--- src/rtl/axi_tdd_ng_channel_gen_if.sv ---
// Frame-counter state encoding and the channel generator's bus interface.
//
// axi_tdd_ng_pkg::state_t : TDD counter state (IDLE/ARMED/WAITING/RUNNING).
//
// axi_tdd_ng_channel_gen_if groups the signals exchanged with the channel
// generator:
//   tdd_enable       global enable
//   tdd_cstate       counter state
//   tdd_counter      frame position
//   tdd_endof_frame  last count of the frame
//   tdd_channel_en   per-channel enable
//   tdd_channel_pol  per-channel polarity (1 = inverted)
//   tdd_channel_on   packed ON counts, channel i at [i*REGISTER_WIDTH +: REGISTER_WIDTH]
//   tdd_channel_off  packed OFF counts, same packing
//   tdd_channel      channel outputs
//   tdd_channel_rise active-bit rising pulses
//   tdd_channel_fall active-bit falling pulses
// modport master : the side that drives counter/config and reads the outputs.
// modport slave  : the channel generator.

package axi_tdd_ng_pkg;

  typedef enum logic [1:0] {
    IDLE    = 2'd0,
    ARMED   = 2'd1,
    WAITING = 2'd2,
    RUNNING = 2'd3
  } state_t;

endpackage

interface axi_tdd_ng_channel_gen_if #(
  parameter int REGISTER_WIDTH = 32,
  parameter int NUM_CHANNELS   = 8
);

  import axi_tdd_ng_pkg::*;

  logic                                   tdd_enable;
  state_t                                 tdd_cstate;
  logic [REGISTER_WIDTH-1:0]              tdd_counter;
  logic                                   tdd_endof_frame;
  logic [NUM_CHANNELS-1:0]                tdd_channel_en;
  logic [NUM_CHANNELS-1:0]                tdd_channel_pol;
  logic [NUM_CHANNELS*REGISTER_WIDTH-1:0] tdd_channel_on;
  logic [NUM_CHANNELS*REGISTER_WIDTH-1:0] tdd_channel_off;
  logic [NUM_CHANNELS-1:0]                tdd_channel;
  logic [NUM_CHANNELS-1:0]                tdd_channel_rise;
  logic [NUM_CHANNELS-1:0]                tdd_channel_fall;

  modport master (
    output tdd_enable,
    output tdd_cstate,
    output tdd_counter,
    output tdd_endof_frame,
    output tdd_channel_en,
    output tdd_channel_pol,
    output tdd_channel_on,
    output tdd_channel_off,
    input  tdd_channel,
    input  tdd_channel_rise,
    input  tdd_channel_fall
  );

  modport slave (
    input  tdd_enable,
    input  tdd_cstate,
    input  tdd_counter,
    input  tdd_endof_frame,
    input  tdd_channel_en,
    input  tdd_channel_pol,
    input  tdd_channel_on,
    input  tdd_channel_off,
    output tdd_channel,
    output tdd_channel_rise,
    output tdd_channel_fall
  );

endinterface

--- src/rtl/axi_tdd_ng_channel_gen.sv ---
// TDD channel generator.
//
// Sits downstream of the TDD frame counter and produces NUM_CHANNELS timing
// signals. Each channel asserts after its ON count and deasserts after its
// OFF count inside every frame. ON/OFF values are shadowed so that writes
// made mid-frame only take effect from the next frame.
//
// Ports:
//   clk     clock, all logic on posedge
//   resetn  synchronous, active-low reset
//   bus     axi_tdd_ng_channel_gen_if.slave; the interface instance must be
//           parameterised with the same REGISTER_WIDTH / NUM_CHANNELS.
//
// Outputs are registered: a counter value seen in cycle N shows up on
// tdd_channel in cycle N+1. rise/fall track the internal active bit and are
// independent of polarity.

module axi_tdd_ng_channel_gen #(
  parameter int REGISTER_WIDTH = 32,
  parameter int NUM_CHANNELS   = 8
) (
  input  logic                          clk,
  input  logic                          resetn,
  axi_tdd_ng_channel_gen_if.slave       bus
);

  import axi_tdd_ng_pkg::*;

  logic [REGISTER_WIDTH-1:0] shadow_on  [NUM_CHANNELS];
  logic [REGISTER_WIDTH-1:0] shadow_off [NUM_CHANNELS];
  logic [NUM_CHANNELS-1:0]   active;
  logic [NUM_CHANNELS-1:0]   active_next;
  logic [NUM_CHANNELS-1:0]   channel_q;
  logic [NUM_CHANNELS-1:0]   rise_q;
  logic [NUM_CHANNELS-1:0]   fall_q;

  logic running;
  logic load_shadow;

  // Shadows follow the live registers whenever the counter is not running,
  // and otherwise refresh only on the last count of a frame so the new
  // values govern the frame starting at count 0.
  always_comb begin
    running     = bus.tdd_enable && (bus.tdd_cstate == RUNNING);
    load_shadow = (bus.tdd_cstate != RUNNING) || bus.tdd_endof_frame;
  end

  // OFF is tested before ON so that ON == OFF never asserts the channel.
  // Matches use the currently held shadow values, so on the end-of-frame
  // cycle the outgoing frame's settings still apply.
  always_comb begin
    active_next = active;
    for (int unsigned i = 0; i < NUM_CHANNELS; i++) begin
      if (!running || !bus.tdd_channel_en[i]) begin
        active_next[i] = 1'b0;
      end else if (bus.tdd_counter == shadow_off[i]) begin
        active_next[i] = 1'b0;
      end else if (bus.tdd_counter == shadow_on[i]) begin
        active_next[i] = 1'b1;
      end
    end
  end

  always_ff @(posedge clk) begin
    if (!resetn) begin
      active    <= '0;
      channel_q <= '0;
      rise_q    <= '0;
      fall_q    <= '0;
      for (int unsigned i = 0; i < NUM_CHANNELS; i++) begin
        shadow_on[i]  <= '0;
        shadow_off[i] <= '0;
      end
    end else begin
      active    <= active_next;
      channel_q <= active_next ^ bus.tdd_channel_pol;
      rise_q    <= ~active & active_next;
      fall_q    <= active & ~active_next;
      if (load_shadow) begin
        for (int unsigned i = 0; i < NUM_CHANNELS; i++) begin
          shadow_on[i]  <= bus.tdd_channel_on[i*REGISTER_WIDTH +: REGISTER_WIDTH];
          shadow_off[i] <= bus.tdd_channel_off[i*REGISTER_WIDTH +: REGISTER_WIDTH];
        end
      end
    end
  end

  always_comb begin
    bus.tdd_channel      = channel_q;
    bus.tdd_channel_rise = rise_q;
    bus.tdd_channel_fall = fall_q;
  end

endmodule
--- src/flat_wrapper.sv ---
// flat-port wrapper written by rule: the top's interface ports become plain ports
module axi_tdd_ng_channel_gen_flat import axi_tdd_ng_pkg::*;
#(
  parameter int REGISTER_WIDTH = 32,
  parameter int NUM_CHANNELS   = 8
)
  (clk, resetn, bus_tdd_enable, bus_tdd_cstate, bus_tdd_counter, bus_tdd_endof_frame, bus_tdd_channel_en, bus_tdd_channel_pol, bus_tdd_channel_on, bus_tdd_channel_off, bus_tdd_channel, bus_tdd_channel_rise, bus_tdd_channel_fall);
  axi_tdd_ng_channel_gen_if #(.REGISTER_WIDTH(REGISTER_WIDTH), .NUM_CHANNELS(NUM_CHANNELS)) bus_i ();
  input  logic clk;
  input  logic resetn;
  input wire logic [$bits(bus_i.tdd_enable)-1:0] bus_tdd_enable;
  input wire logic [$bits(bus_i.tdd_cstate)-1:0] bus_tdd_cstate;
  input wire logic [$bits(bus_i.tdd_counter)-1:0] bus_tdd_counter;
  input wire logic [$bits(bus_i.tdd_endof_frame)-1:0] bus_tdd_endof_frame;
  input wire logic [$bits(bus_i.tdd_channel_en)-1:0] bus_tdd_channel_en;
  input wire logic [$bits(bus_i.tdd_channel_pol)-1:0] bus_tdd_channel_pol;
  input wire logic [$bits(bus_i.tdd_channel_on)-1:0] bus_tdd_channel_on;
  input wire logic [$bits(bus_i.tdd_channel_off)-1:0] bus_tdd_channel_off;
  output wire logic [$bits(bus_i.tdd_channel)-1:0] bus_tdd_channel;
  output wire logic [$bits(bus_i.tdd_channel_rise)-1:0] bus_tdd_channel_rise;
  output wire logic [$bits(bus_i.tdd_channel_fall)-1:0] bus_tdd_channel_fall;
  assign bus_i.tdd_enable = bus_tdd_enable;
  assign bus_i.tdd_cstate = bus_tdd_cstate;
  assign bus_i.tdd_counter = bus_tdd_counter;
  assign bus_i.tdd_endof_frame = bus_tdd_endof_frame;
  assign bus_i.tdd_channel_en = bus_tdd_channel_en;
  assign bus_i.tdd_channel_pol = bus_tdd_channel_pol;
  assign bus_i.tdd_channel_on = bus_tdd_channel_on;
  assign bus_i.tdd_channel_off = bus_tdd_channel_off;
  assign bus_tdd_channel = bus_i.tdd_channel;
  assign bus_tdd_channel_rise = bus_i.tdd_channel_rise;
  assign bus_tdd_channel_fall = bus_i.tdd_channel_fall;
  axi_tdd_ng_channel_gen #(.REGISTER_WIDTH(REGISTER_WIDTH), .NUM_CHANNELS(NUM_CHANNELS)) u_core (.clk(clk), .resetn(resetn), .bus(bus_i));
endmodule
--- config.mk ---
export PLATFORM = sky130hd
export DESIGN_NAME = axi_tdd_ng_channel_gen_flat
export DESIGN_NICKNAME = d
export VERILOG_FILES = /design/src/rtl/axi_tdd_ng_channel_gen_if.sv /design/src/rtl/axi_tdd_ng_channel_gen.sv /design/src/flat_wrapper.sv
export SDC_FILE = /design/constraint.sdc
export NUM_CORES = 1
export LEC_CHECK = 0
export CAP_MARGIN = 20
export CORE_AREA = 2 2 229 231
export DETAILED_ROUTE_END_ITERATION = 12
export DIE_AREA = 0 0 231 233
export PLACE_DENSITY = 0.88
export SYNTH_ARGS = -nofsm -noshare
export SYNTH_HDL_FRONTEND = slang
export SYNTH_SLANG_ARGS = --single-unit
--- constraint.sdc ---
create_clock -name clk -period 42.2 [get_ports clk]
set_clock_uncertainty 0.15 [all_clocks]
set_input_delay 8.44 -clock clk [delete_from_list [all_inputs] [get_ports clk]]
set_output_delay 8.44 -clock clk [all_outputs]
set_load 0.05 [all_outputs]
# Yosys cells after proc, flatten, opt, wreduce, memory -nomap -nowiden
# Memory sizes are Yosys's and may differ from the RTL's.
# Cells that the tools add are included.
# classes
eq_ne	18
mux	44
bitwise	21
reduce_logical	19
# ops
cell	count
$eq 32x32->1	16
$mux 32	16
$mux 1	28
$and 8x8->8	2
$not 8->8	2
$or 1x1->1	16
$logic_not 1->1	9
$logic_or 1x1->1	9
$xor 8x8->8	1
$eq 2x2->1 const B	1
$ne 2x2->1 const B	1
$logic_and 1x1->1	1
# word_totals
register_bits	32
ramBits	512
inputBits	566
out_inout_bits	24
elab_cells	108
memories	2
# memory_table
memory	depth	width	rd	rd_ports_with_merged_regs	wr	line	text
u_core.shadow_off	8	32	8	0	8	axi_tdd_ng_channel_gen.sv:30	logic [REGISTER_WIDTH-1:0] shadow_off [NUM_CHANNELS];
u_core.shadow_on	8	32	8	0	8	axi_tdd_ng_channel_gen.sv:29	logic [REGISTER_WIDTH-1:0] shadow_on [NUM_CHANNELS];

# Longest topological paths before layout
# Gate-level depths: netlist of run 1.
# depth
depth_word	7
mapped_depth	8
depth_no_buf	6

# Worst setup path before layout of run 1
# No wires, ideal clock.
# synth_timing
path_kind	in2reg
start	in resetn
end	mem u_core.shadow_off[0][0], enable pin
setup_ps	3644
arrival_time_ps	17268
required_time_ps	38406
path_slack_ps	21139
cell_stages	3
n_path_buf	2
cell_sequence	clkbuf_1 > clkbuf_1 > nand2_1
# synth_lines
element	line	text
from (decl)	flat_wrapper.sv:10	input logic resetn;
to (decl)	axi_tdd_ng_channel_gen.sv:30	

==> results of run 1 <==
[area by class of cell]
cell class / count / area (um2)
Sequential cell: 544 / 16000
Antenna cell: 3 / 7.51
Tap cell: 680 / 851
Clock inverter: 25 / 290
Clock buffer: 79 / 1510
Fill cell: 3542 / 17300
Timing Repair Buffer: 605 / 5870
Multi-Input combinational cell: 1277 / 9290
[synth_stat cells, drive strengths merged]
cell	instances
mux2i	8
dfxtp	32
nand2b	8
edfxtp	512
nand4	128
and3	1
nand2	26
buf	64
xnor2	512
and3b	8
o21a	1
nor2b	8
nor4	32
nor2	9
a21oi	16
clkbuf	60
bufbuf	1
and2	520
[cell families after synthesis]
group | count (synthesis) | share of synthesized area [%]
and+or+nand+nor | 740 | 17.6
buffers and inverters | 125 | 3.71
AOI/OAI and AO/OA | 17 | 0.334
xor gates and xnor gates | 512 | 17.1
DFF | 544 | 61.0
muxes | 8 | 0.305
[metal layers]
layer / routed length [um] / GRT usage (%)
met5: 23 / 0
met4: 3480 / 12.4
met3: 8250 / 5.20
met2: 39700 / 50.6
met1: 30400 / 38.3
[power by group]
part	switching [W]	leakage (nW)	total, W	internal, W
Sequential	0.0000183	6.09	0.000651	0.000633
Clock	0.000206	0.877	0.000491	0.000285
Combinational	0.0000796	4.94	0.000180	0.000100
[metrics by stage]
step | power [W] | util [%] | area, um2 | setup slack (ns)
after floorplan | 0.000763 | - | 26300 | 21.14
after global placement | 0.000833 | 62.7 | 32000 | 29.06
after detailed placement | 0.000839 | 62.7 | 32000 | 28.94
after CTS | 0.00133 | 66.2 | 33800 | 29.58
after global routing | 0.00136 | 66.2 | 33800 | 29.25
final | 0.00132 | 66.2 | 33800 | 29.49
[worst paths after layout]
check / to / slack (ns) / cells past startpoint
hold reg to reg: u_core.bus.tdd_channel_fall[2]$_SDFF_PN0_ / 0.29 / 2
hold / removal: u_core.bus.tdd_channel_fall[2]$_SDFF_PN0_ / 0.29 / 2
setup reg to reg: u_core.bus.tdd_channel[3]$_SDFF_PN0_ / 39.84 / 6
setup / recovery: u_core.shadow_off[0][2]$_SDFFCE_PN0P_ / 29.49 / 7
[worst register-to-register path, cell delays in order (launching register included)]
cell	delay [ns]
sky130_fd_sc_hd__edfxtp_1	0.43
sky130_fd_sc_hd__xnor2_1	0.22
sky130_fd_sc_hd__nand4_1	0.21
sky130_fd_sc_hd__nor4_1	0.64
sky130_fd_sc_hd__a21oi_1	0.22
sky130_fd_sc_hd__nor2b_4	0.20
sky130_fd_sc_hd__mux2i_1	0.21
[sequential cells by signal, summed over array words and instances, names as in the netlist]
name                         count
u_core.bus.tdd_channel_fall      8
u_core.shadow_on               256
u_core.shadow_off              256
u_core.bus.tdd_channel_rise      8
u_core.active                    8
u_core.bus.tdd_channel           8
==> out/summary.txt, run 1 <==
========================================================================================
Run status                                                                  finished, final reports clean
Clock tree root driver cell                                                 sky130_fd_sc_hd__clkbuf_16
Commonest non-fill, non-tap cell in the layout                              sky130_fd_sc_hd__clkdlybuf4s50_1
Most used cell, CP                                                          sky130_fd_sc_hd__buf_4
Share of the synthesized area in the top cell type                                 58.5%
Routed length per placed instance                                                25.5 um
Starting Density                                                                   51.4%
Class of the tightest hold or removal check                                   reg -> reg
Vias after detailed routing                                                        17500
Drt initial violations                                                              1930
Final setup violation count                                                            0
Share of cells above drive strength 1                                              5.45%
Remaining antenna violation count after routing                                        0
Leading cell types in the layout, fill and taps excluded                    sky130_fd_sc_hd__clkdlybuf4s50_1, sky130_fd_sc_hd__and2_1, sky130_fd_sc_hd__xnor2_1, sky130_fd_sc_hd__edfxtp_1, sky130_fd_sc_hd__nand4_1
Area overhead of the layout relative to synthesis                                  28.8%
Final Routed Wirelength                                                         81900 um
Total half-perimeter wirelength after legalization and detailed placement       57100 um
Max frequency                                                                   78.7 MHz
Top cell family by delay on the critical path                               buffers and inverters
Number of buffer and inverter stages on the critical path                              4
Count of H-tree levels built during CTS                                                2
Unique cell type count in the Yosys netlist                                           22
Placeable Area                                                                 51100 um2
Wire length of the first global-routing pass                                   114000 um
Count of instances resized after the clock tree is built                               0
Number of maximum-capacitance constraint violations                                    0
Startpoint of the worst-slack reg-to-reg timing path                        u_core.shadow_on[0][127]$_SDFFCE_PN0P_
Initial DRT Pass Iterations                                                            5
DRC errors left                                                                        0
Crit path arrival time                                                          12.78 ns
Synthesized cell area                                                          26300 um2
Total negative setup slack                                                          0 ns
Max-slew headroom                                                                  21.1%
Number of standard cells in the final layout excluding fillers                      3213
Overall overflow remaining after global route                                          0
Die W                                                                             231 um
Clock net sink count                                                                 544
Post-CTS repair timing setup buffer count                                              0
Type of the setup path with the least slack                                    in -> reg
Total Routing Usage GR                                                             29.9%
Die footprint                                                                  53800 um2
Number of buffer cells added on primary ports                                        589
Area contributors post-synth                                                sky130_fd_sc_hd__edfxtp_1, sky130_fd_sc_hd__xnor2_1, sky130_fd_sc_hd__and2_1
Maximum root-to-sink buffer count                                                      3
Count of yosys warnings during synthesis                                               0
Critical Path End Type                                                              flop
Required time of the worst setup path                                           42.26 ns
GPL Wtd Cong                                                                       0.887
Inserted Clock Buffers                                                                55
Vias in the first global route                                                     17800
Unrepaired setup endpoints after global routing                                    false
Reported leakage power                                                           11.9 nW
Total count of hold-check failures in the final report                                 0
TritonCTS clock tree                                                                 yes
Setup crit start                                                            bus_tdd_cstate[1]
Nets in the synthesized netlist                                                     2512
Pin count of the biggest net entering global routing                                 189
Number of buffers added to fix hold violations after cts                               0
Gate Count Post-Synth                                                               1946
Min cycle time layout                                                           12.71 ns
Num rows                                                                              83
Clock network latency to the later pin of the worst-skew pair                    0.61 ns
Register clock-pin slew on the reported worst setup and hold paths               0.06 ns
FF+latch count, synth                                                                544
Power per cell area                                                          39.1 nW/um2
Kind of launch point of the worst setup path                                primary input
Number of antenna violations at the first check in global routing                      6
Sequential cell area fraction in the yosys report                                  61.0%
Cell at the slowest stage of the critical path                              sky130_fd_sc_hd__buf_4
Routed vias/inst                                                                    5.45
Transition time at the pin with the least slew margin                            1.18 ns
Yosys top cell by area                                                      sky130_fd_sc_hd__edfxtp_1
Hold Worst Slack                                                                0.287 ns
Crit path cell chain                                                        clkdlybuf4s50_1 -> nand2_1 -> nor2_1 -> nand2_4 -> buf_4 -> buf_4 -> buf_4
Number of I/O pins                                                                   590
Hold_sp                                                                     u_core.active[2]$_SDFF_PN0_
Largest stage delay on the critical path                                         1.01 ns
Pins over their slew limit                                                             0
Total instance count after detailed placement                                       3106
Vertical die dimension                                                            233 um
Largest fanout of any net on the critical path                                        89
Avg Inst Size Synth                                                             13.5 um2
Ratio of final minimum period to clock period                                      30.1%
Worst vdd rail ir drop                                                       0.0000281 V
Final Net Count                                                                     3049
========================================================================================
No activity file was read; power rests on OpenSTA's default activity.
==> inputs of run 2 (changes only) <==
--- a/config.mk
+++ b/config.mk
@@ -6,10 +6,10 @@
 export NUM_CORES = 1
 export LEC_CHECK = 0
 export CAP_MARGIN = 20
-export CORE_AREA = 2 2 229 231
+export CORE_MARGIN = 2
+export CORE_UTILIZATION = 46
 export DETAILED_ROUTE_END_ITERATION = 12
-export DIE_AREA = 0 0 231 233
-export PLACE_DENSITY = 0.88
+export PLACE_DENSITY = 0.84
 export SYNTH_ARGS = -nofsm -noshare
 export SYNTH_HDL_FRONTEND = slang
 export SYNTH_SLANG_ARGS = --single-unit
==> constraint.sdc (replaced) <==
create_clock -name clk -period 10.8 [get_ports clk]
set_clock_uncertainty 0.15 [all_clocks]
set_input_delay 2.16 -clock clk [delete_from_list [all_inputs] [get_ports clk]]
set_output_delay 2.16 -clock clk [all_outputs]
set_load 0.05 [all_outputs]
==> run 2 against run 1 <==
  * Total power grew to 3.9 times the previous value
  * Combinational power grew to 3.9 times the previous value
  * Critical path depth is 2 lower
  * Hold slack better by 0.011 ns
  * Non-clock buffer count is 3 lower
  * Design area is 0.45% higher
==> out/summary.txt, run 2 (same netlist as run 1, synthesis figures left out) <==
========================================================================================
Run status                                                                  finished, final reports clean
Largest fanout of any net on the critical path                                       201   +130%
Kind of launch point of the worst setup path                                primary input
Power per cell area                                                           152 nW/um2   +290%
Critical Path End Type                                                              flop
Die W                                                                             243 um   +5.2%
Inserted Clock Buffers                                                                56   +1.8%
Number of I/O pins                                                                   590   unchanged
Min cycle time layout                                                            4.51 ns
Clk pwr share                                                                      37.0%   about the same
Final Net Count                                                                     3047   -0.066%
Total count of hold-check failures in the final report                                 0   unchanged
Reported leakage power                                                           11.9 nW   +0.15%
Area overhead of the layout relative to synthesis                                  29.4%
Required time of the worst setup path                                           10.76 ns   -31.50 ns
Relative contribution of sequential cells to total power                           49.5%   +0.2 points
Drt initial violations                                                              1574   -18%
Crit path arrival time                                                           4.48 ns   -8.30 ns
Vias in the first global route                                                     17800   -0.23%
Worst vdd rail ir drop                                                        0.000119 V   +320%
DRC errors left                                                                        0   unchanged
Vias after detailed routing                                                        17300   -1.1%
Total half-perimeter wirelength after legalization and detailed placement       57400 um   +0.58%
Number of buffers added to fix hold violations after cts                               0   unchanged
Endpoint of the worst-slack reg-to-reg timing path                          u_core.bus.tdd_channel[5]$_SDFF_PN0_
Final setup violation count                                                            0   unchanged
Unrepaired setup endpoints after global routing                                    false
Transition time at the pin with the least slew margin                            1.24 ns   +0.0568 ns
Ratio of final minimum period to clock period                                      41.8%
Startpoint of the worst-slack reg-to-reg timing path                        u_core.shadow_on[0][179]$_SDFFCE_PN0P_
Type of the setup path with the least slack                                    in -> reg
Num rows                                                                              87   +4.8%
Fraction of power spent switching nets                                             23.1%   +0.17 points
Clock network latency to the later pin of the worst-skew pair                    0.61 ns   about the same
Max-slew headroom                                                                  17.3%   -3.8 points
Register clock-pin slew on the reported worst setup and hold paths               0.06 ns   about the same
Post-CTS repair timing setup buffer count                                              0   unchanged
Total negative setup slack                                                          0 ns   unchanged
Commonest non-fill, non-tap cell in the layout                              sky130_fd_sc_hd__clkdlybuf4s50_1
Number of antenna violations at the first check in global routing                     11   +5
Setup crit start                                                            bus_tdd_cstate[1]
Register-to-register setup slack                                                 8.38 ns   -31.46 ns
Vertical die dimension                                                            243 um   +4.3%
Share of cells above drive strength 1                                              5.46%   about the same
Number of standard cells in the final layout excluding fillers                      3288   +2.3%
Count of instances resized after the clock tree is built                               0   unchanged
Clock tree root driver cell                                                 sky130_fd_sc_hd__clkbuf_16
Routed length per placed instance                                                24.9 um   -2.4%
Remaining antenna violation count after routing                                        0   unchanged
Worst Reg-to-Reg Cells                                                                 6   unchanged
Power dissipated by switching net loads                                        0.00119 W   +290%
Die footprint                                                                  59000 um2   +9.7%
Count of H-tree levels built during CTS                                                2   unchanged
Pin count of the biggest net entering global routing                                 202   +6.9%
Wire length of the first global-routing pass                                   115000 um   +0.16%
Comb pwr share                                                                     13.6%   about the same
Overall overflow remaining after global route                                          0   unchanged
TritonCTS clock tree                                                                 yes
Clock net sink count                                                                 544   unchanged
Placeable Area                                                                 56400 um2   +10%
Internal power contribution                                                    0.00396 W   +290%
Leading cell types in the layout, fill and taps excluded                    sky130_fd_sc_hd__clkdlybuf4s50_1, sky130_fd_sc_hd__and2_1, sky130_fd_sc_hd__xnor2_1, sky130_fd_sc_hd__edfxtp_1, sky130_fd_sc_hd__nand4_1
Starting Density                                                                   46.6%   -4.8 points
Maximum root-to-sink buffer count                                                      3   unchanged
Setup crit end                                                              u_core.shadow_on[0][187]$_SDFFCE_PN0P_
Routed vias/inst                                                                    5.27   -3.4%
Initial DRT Pass Iterations                                                            7   +2
Largest registers in the final layout                                       u_core.shadow_off (256), u_core.shadow_on (256)
Final Routed Wirelength                                                         81900 um   about the same
Max frequency                                                                    222 MHz
Pins over their slew limit                                                             0   unchanged
Total instance count after detailed placement                                       3176   +2.3%
Number of buffer cells added on primary ports                                        589   unchanged
Total Routing Usage GR                                                             27.2%   -2.7 points
GPL Wtd Cong                                                                       0.881   -0.67%
Number of maximum-capacitance constraint violations                                    0   unchanged
Class of the tightest hold or removal check                                   reg -> reg
========================================================================================
==> run 2: worst min-delay path by stage <==
stage | end | cells past startpoint | from
6_report | u_core.bus.tdd_channel_fall[5]$_SDFF_PN0_ | 2 | u_core.active[5]$_SDFF_PN0_
5_1_grt | u_core.bus.tdd_channel_fall[2]$_SDFF_PN0_ | 2 | u_core.active[2]$_SDFF_PN0_
4_1_cts | u_core.bus.tdd_channel_fall[2]$_SDFF_PN0_ | 2 | u_core.active[2]$_SDFF_PN0_
3_5_place_dp | u_core.bus.tdd_channel_fall[5]$_SDFF_PN0_ | 2 | u_core.active[5]$_SDFF_PN0_
3_3_place_gp | u_core.bus.tdd_channel_fall[1]$_SDFF_PN0_ | 2 | u_core.active[1]$_SDFF_PN0_
2_1_floorplan | u_core.bus.tdd_channel_fall[0]$_SDFF_PN0_ | 2 | u_core.active[0]$_SDFF_PN0_
==> run 2: final cells by class <==
type | count | area [um2]
Fill cell | 4263 | 22400
Sequential cell | 544 | 16000
Tap cell | 756 | 946
Multi-Input combinational cell | 1277 | 9300
Clock inverter | 27 | 218
Clock buffer | 78 | 1580
Antenna cell | 4 | 10.0
Timing Repair Buffer | 602 | 5920
==> run 2: power groups by stage <==
stage          Sequential, W  Clock, W  Combinational (W)
6_report             0.00255   0.00190           0.000699
5_1_grt              0.00256   0.00200           0.000744
3_3_place_gp         0.00258         0           0.000677
4_1_cts              0.00254   0.00193           0.000697
3_5_place_dp         0.00259         0           0.000691
2_1_floorplan        0.00259         0           0.000382
==> run 2: routing by layer <==
metal / GRT usage, % / routed length [um]
met5: 0 / 65
met4: 11.0 / 3150
met3: 6.79 / 8640
met2: 44.9 / 39400
met1: 34.3 / 30600
==> run 2: metrics by stage <==
| step | power, W | util [%] | cell area, um2 | hold WS [ns] | setup WS, ns |
|---|---|---|---|---|---|
| after detailed placement | 0.00328 | 56.9 | 32100 | 0.288 | 5.78 |
| after CTS | 0.00517 | 60.1 | 33900 | 0.292 | 6.42 |
| final | 0.00515 | 60.3 | 34000 | 0.298 | 6.29 |
| after global placement | 0.00326 | 56.9 | 32100 | 0.280 | 5.84 |
| after global routing | 0.00530 | 60.2 | 34000 | 0.324 | 6.27 |
| after floorplan | 0.00297 | - | 26300 | 0.268 | 1.24 |
==> run 2: worst max-delay path, cell delays in order <==
cell and delay (ns):
sky130_fd_sc_hd__clkdlybuf4s50_1 0.47, sky130_fd_sc_hd__nand2_1 0.09, sky130_fd_sc_hd__nor2_1 0.30, sky130_fd_sc_hd__nand2_8 0.56, sky130_fd_sc_hd__buf_12 0.49
